<file path="src/rtl/payload_receiver.sv">
// payload_receiver: hunts for an event-code header on the UART byte stream and collects a fixed-length payload into a wide buffer.
// Build option PAYLOAD_CHECKSUM_EN: adds an XOR checksum byte after the payload.
module payload_receiver #(
  parameter logic [7:0] EVENT_CODE     = 8'hAD,
  parameter int         RECV_BYTES_QTD = 41,
  parameter bit         MSB_FIRST      = 1'b1,
  parameter int         TIMEOUT_CICLOS = 50000
) (
  input  logic                        clock,
  input  logic                        reset,
  input  logic                        dado_valido,
  input  logic [7:0]                  dado_entrada,
  output logic [RECV_BYTES_QTD*8-1:0] buffer_recebido,
  output logic                        recepcao_concluida,
  output logic                        erro_recepcao,
  output logic                        ocupado
);
  localparam int W = RECV_BYTES_QTD * 8;
  localparam int CW = $clog2(TIMEOUT_CICLOS) + 1;
  localparam logic [5:0] LAST = 6'(RECV_BYTES_QTD - 1);
  localparam logic [CW-1:0] LIMIT = CW'(TIMEOUT_CICLOS - 1);
  typedef enum logic [1:0] {
    S_ESPERA_CODIGO,
    S_RECEBE_PAYLOAD
`ifdef PAYLOAD_CHECKSUM_EN
    , S_CHECKSUM
`endif
  } state_t;
  state_t state_q, state_d;
  logic [5:0] idx_q, idx_d, slot;
  logic [CW-1:0] cnt_q, cnt_d;
  logic [W-1:0] shadow_q, shadow_d, buf_q, buf_d, placed;
  logic done_q, done_d, err_q, err_d, timeout;
`ifdef PAYLOAD_CHECKSUM_EN
  logic [7:0] chk_q, chk_d;
`endif
  always_comb begin
    state_d = state_q;
    idx_d = idx_q;
    cnt_d = cnt_q;
    shadow_d = shadow_q;
    buf_d = buf_q;
    done_d = 1'b0;
    err_d = 1'b0;
`ifdef PAYLOAD_CHECKSUM_EN
    chk_d = chk_q;
`endif
    slot = MSB_FIRST ? LAST - idx_q : idx_q;
    placed = shadow_q;
    for (int i = 0; i < RECV_BYTES_QTD; i++)
      if (slot == 6'(i)) placed[i*8 +: 8] = dado_entrada;
    // an arriving byte always beats the timeout on the same cycle
    timeout = !dado_valido && cnt_q == LIMIT;
    case (state_q)
      S_ESPERA_CODIGO: begin
        cnt_d = '0;
        idx_d = '0;
        if (dado_valido && dado_entrada == EVENT_CODE) begin
          state_d = S_RECEBE_PAYLOAD;
`ifdef PAYLOAD_CHECKSUM_EN
          chk_d = '0;
`endif
        end
      end
      S_RECEBE_PAYLOAD: begin
        if (dado_valido) begin
          shadow_d = placed;
          cnt_d = '0;
          idx_d = idx_q + 6'd1;
`ifdef PAYLOAD_CHECKSUM_EN
          chk_d = chk_q ^ dado_entrada;
          if (idx_q == LAST) state_d = S_CHECKSUM;
`else
          if (idx_q == LAST) begin
            state_d = S_ESPERA_CODIGO;
            buf_d = placed;
            done_d = 1'b1;
          end
`endif
        end else if (timeout) begin
          state_d = S_ESPERA_CODIGO;
          err_d = 1'b1;
        end else cnt_d = cnt_q + 1'b1;
      end
`ifdef PAYLOAD_CHECKSUM_EN
      S_CHECKSUM: begin
        if (dado_valido) begin
          state_d = S_ESPERA_CODIGO;
          buf_d = dado_entrada == chk_q ? shadow_q : buf_q;
          done_d = dado_entrada == chk_q;
          err_d = dado_entrada != chk_q;
        end else if (timeout) begin
          state_d = S_ESPERA_CODIGO;
          err_d = 1'b1;
        end else cnt_d = cnt_q + 1'b1;
      end
`endif
      default: state_d = S_ESPERA_CODIGO;
    endcase
  end
  always_ff @(posedge clock or posedge reset)
    if (reset) begin
      state_q <= S_ESPERA_CODIGO;
      idx_q <= '0;
      cnt_q <= '0;
      shadow_q <= '0;
      buf_q <= '0;
      done_q <= 1'b0;
      err_q <= 1'b0;
`ifdef PAYLOAD_CHECKSUM_EN
      chk_q <= '0;
`endif
    end else begin
      state_q <= state_d;
      idx_q <= idx_d;
      cnt_q <= cnt_d;
      shadow_q <= shadow_d;
      buf_q <= buf_d;
      done_q <= done_d;
      err_q <= err_d;
`ifdef PAYLOAD_CHECKSUM_EN
      chk_q <= chk_d;
`endif
    end
  assign buffer_recebido = buf_q;
  assign recepcao_concluida = done_q;
  assign erro_recepcao = err_q;
`ifdef PAYLOAD_CHECKSUM_EN
  assign ocupado = state_q == S_RECEBE_PAYLOAD || state_q == S_CHECKSUM;
`else
  assign ocupado = state_q == S_RECEBE_PAYLOAD;
`endif
endmodule

</file>
<file path="config.mk">
export PLATFORM = sky130hd
export DESIGN_NAME = payload_receiver
export DESIGN_NICKNAME = d
export VERILOG_FILES = /design/src/rtl/payload_receiver.sv
export SDC_FILE = /design/constraint.sdc
export NUM_CORES = 2
export LEC_CHECK = 0
export ABC_AREA = 1
export BUFFER_PORTS_ARGS = -buffer_cell sky130_fd_sc_hd__buf_2
export CAP_MARGIN = 5
export CORE_MARGIN = 2
export CORE_UTILIZATION = 50
export DETAILED_ROUTE_END_ITERATION = 7
export PLACE_DENSITY = 0.74
export RECOVER_POWER = 50
export SLEW_MARGIN = 0
export SYNTH_ARGS = -nofsm -noshare
export SYNTH_HDL_FRONTEND = slang
export SYNTH_SLANG_ARGS = --single-unit
export TNS_END_PERCENT = 20
</file>
<file path="constraint.sdc">
create_clock -name clock -period 24.9 [get_ports clock]
set_input_delay 4.98 -clock clock [delete_from_list [all_inputs] [get_ports clock]]
set_output_delay 4.98 -clock clock [all_outputs]
set_load 0.02 [all_outputs]
</file>
==> run_results.csv <==
group,metric,value,unit
grt,grt_max_degree,212,
layout,layout-drive-gt1-share,5.70,%
grt,grt_usage,28.2,%
setup_path,worstPathRequired,25.39,ns
yosys,syn-num-nets,4179,
setup_path,crit_type,"primary input to flop",
sta,worst_pin_slew,5.60,ns
sta,finalMaxSlewViolations,552,
sta,finalClockSkew,0.0280,ns
setup_path,crit_fanout,164,
grt,grt_overflow_total,0,
setup_path,r2r_cells,5,
yosys,synthFlopType,"dfrtp_1",
setup_path,r2r_start,"state_q[0]",
setup_path,r2r_end,"shadow_q[217]",
setup_path,worstSetupStartpoint,"dado_valido",
yosys,syn_area_per_cell,7.85,sq um
yosys,ys_seq_elements,682,
die,die_h,260,um
grt,antenna_found_initial,0,
run_status,status,"finished, violations left",
cts,ctsHoldBuffers,0,
yosys,synth_cell_type_count,32,
route,drt_iter0_drc,3713,
yosys,netlist_area,0.0327,sq mm
sta,slew_headroom,-274,%
yosys,synth.largest_area_cell,"dfrtp_1",
cts,clock_path_buffers,3,
setup_path,arrival,15.15,ns
die,initial_core_util,50.6,%
layout,antenna_cells,0,
pwr,power_density,70.2,mW/mm^2
min_path,whs_path_depth,2,
yosys,netlist_instances,4162,
cts,cts_root_buffer,"clkbuf_16",
route,ant_nets,0,
route,drcViolationCount,0,
sta,fmax,0.0682,GHz
yosys,synth_top_cell_area_share,52.2,%
placement,place_congestion,0.849,
route,wl_met1,42200,um
cts,cts_setup_buffers,0,
cts,cts_tree,"yes",
die,core,0.0646,sq mm
cts,cts.sinks,682,
layout,finish.utilization,56.8,%
pwr,vdd_ir_drop_max,0.0000427,V
grt,grt_pass1_wl,152000,um
route,wl_per_cell,18.3,um
sta,period_needed,14.66,ns
job,maxCapViolations,6,
layout,final_cell_mix,"nand2_1, dfrtp_1, nand3_1, inv_1, clkbuf_1",
route,firstDrtPassIters,6,
min_path,min-delay-path-class,"flop to flop",
yosys,synth-async-reset-ratio,100,%
cts,cts_made_buffers,74,
setup_path,start_kind,"primary input",
route,top_layer,"met4",
die,die_area,0.0674,sq mm
route,drt-total-wl,95900,um
layout,nFillCells,5862,
die,fp.dieW,260,um
min_path,holdCritStartpoint,"buffer_recebido[28]",
run_status,violations,"max-capacitance violations, max-slew violations",
layout,mostFrequentLayoutCell,"nand2_1",
cts,clk_latency,0.63,ns
placement,dp_hpwl,55300,um
setup_path,end_kind,"flop",
sta,grt_setup_unrepaired,"no",
placement,dp.cells,5113,
yosys,yosysSeqAreaShare,52.2,%
min_path,min_to,"buffer_recebido[28]",
layout,stdcell_count,5244,
cts,htreeDepth,3,
yosys,synth_edf_count,0,
route,dr_wl_met2,42100,um
pwr,power.leakage,20.0,nW
pwr,power,2.57,mW
route,dr_wl_met3,8000,um
cts,cts_resized,0,
layout,area_growth,12.2,%
cts,path_clk_slew,0.06,ns
placement,place_area,0.0346,sq mm
sta,period_share,58.9,%
setup_path,r2r_slack,14.41,ns
sta,finalSetupTns,0,ns
sta,hold_violations,0,
route,viasPerCell,5.64,
yosys,yosysWarnings,0,
layout,fin_area,0.0367,sq mm
grt,grt_pass1_vias,27816,
yosys,yosys-top-cells-area,"dfrtp_1, nand2_1, nand3_1",
route,via_count,29568,
die,std_cell_rows,93,
layout,nNetsFinal,4351,
placement,port_buffers,341,
die,ios,342,
sta,setup_viol,0,
worst max path at each step:
stage / to / slack [ns] / depth (start not counted)
after floorplan: buffer_recebido[0] / 0.80 / 1
final: shadow_q[217] / 10.24 / 6
after global routing: shadow_q[156] / 9.56 / 6
after detailed placement: buffer_recebido[0] / 16.48 / 5
after CTS: shadow_q[231] / 17.14 / 5
after global placement: buffer_recebido[0] / 16.49 / 5
registers in the layout, summed over array words and instances (netlist names):
| signal | flops |
|---|---|
| idx_q | 6 |
| buffer_recebido | 328 |
| recepcao_concluida | 1 |
| erro_recepcao | 1 |
| state_q | 1 |
| shadow_q | 328 |
| cnt_q | 17 |
per-stage QoR:
step | hold WS, ns | worst slack [ns]
2_1_floorplan | 0.449 | 0.800
3_3_place_gp | 0.460 | 16.49
3_5_place_dp | 0.461 | 16.48
4_1_cts | 0.476 | 17.14
5_1_grt | 0.488 | 9.56
6_report | 0.474 | 10.24
cell usage after synthesis (all sizes together), types with 2 or more instances:
| cell type | instances |
|---|---|
| nor3b | 2 |
| xor2 | 4 |
| a21oi | 7 |
| nand4 | 335 |
| nand3 | 722 |
| clkbuf | 138 |
| buf | 143 |
| ha | 6 |
| nand2 | 1685 |
| inv | 365 |
| nor3 | 14 |
| o21bai | 3 |
| o21ai | 6 |
| dfrtp | 682 |
| nor4 | 4 |
| nor2 | 38 |
| clkinv | 6 |
critical path: stages:
cell        delay (ns)
clkbuf_1          0.19
nand2_1           1.85
clkinvlp_2        5.77
buf_4             1.92
nand3_1           0.25
nand2_1           0.07
report_power, final:
group	switching, mW	internal (mW)
logic	0.165	0.0572
registers	0.0293	1.16
clock network	0.468	0.691
kinds of logic (layout without fill, tap and decap cells):
kind of cell / count (synthesis) / count (layout) / synth area share (%)
xor+xnor: 5 / 5 / 0.249
buf+inv: 652 / 879 / 8.09
fa+ha+maj: 6 / 6 / 0.230
flops: 682 / 682 / 52.2
compound gates: 17 / 17 / 0.314
simple gates: 2800 / 2800 / 38.9
area by class of cell:
cell class / instances / area, sq um / share of cell area (%)
Clock buffer: 102 / 2120 / 5.78
Sequential cell: 682 / 17100 / 46.5
Inverter: 371 / 1400 / 3.82
Multi-Input combinational cell: 2828 / 13000 / 35.5
Tap cell: 855 / 1070 / 2.92
Timing Repair Buffer: 377 / 1590 / 4.33
Clock inverter: 29 / 425 / 1.16
per-layer routing:
layer,vias up,global-route usage (%)
met4,0,12.1
met2,1287,41.0
li1,13826,-
met3,210,4.95
met1,14245,41.6
met5,-,0
(Power assumes the default switching activity.)
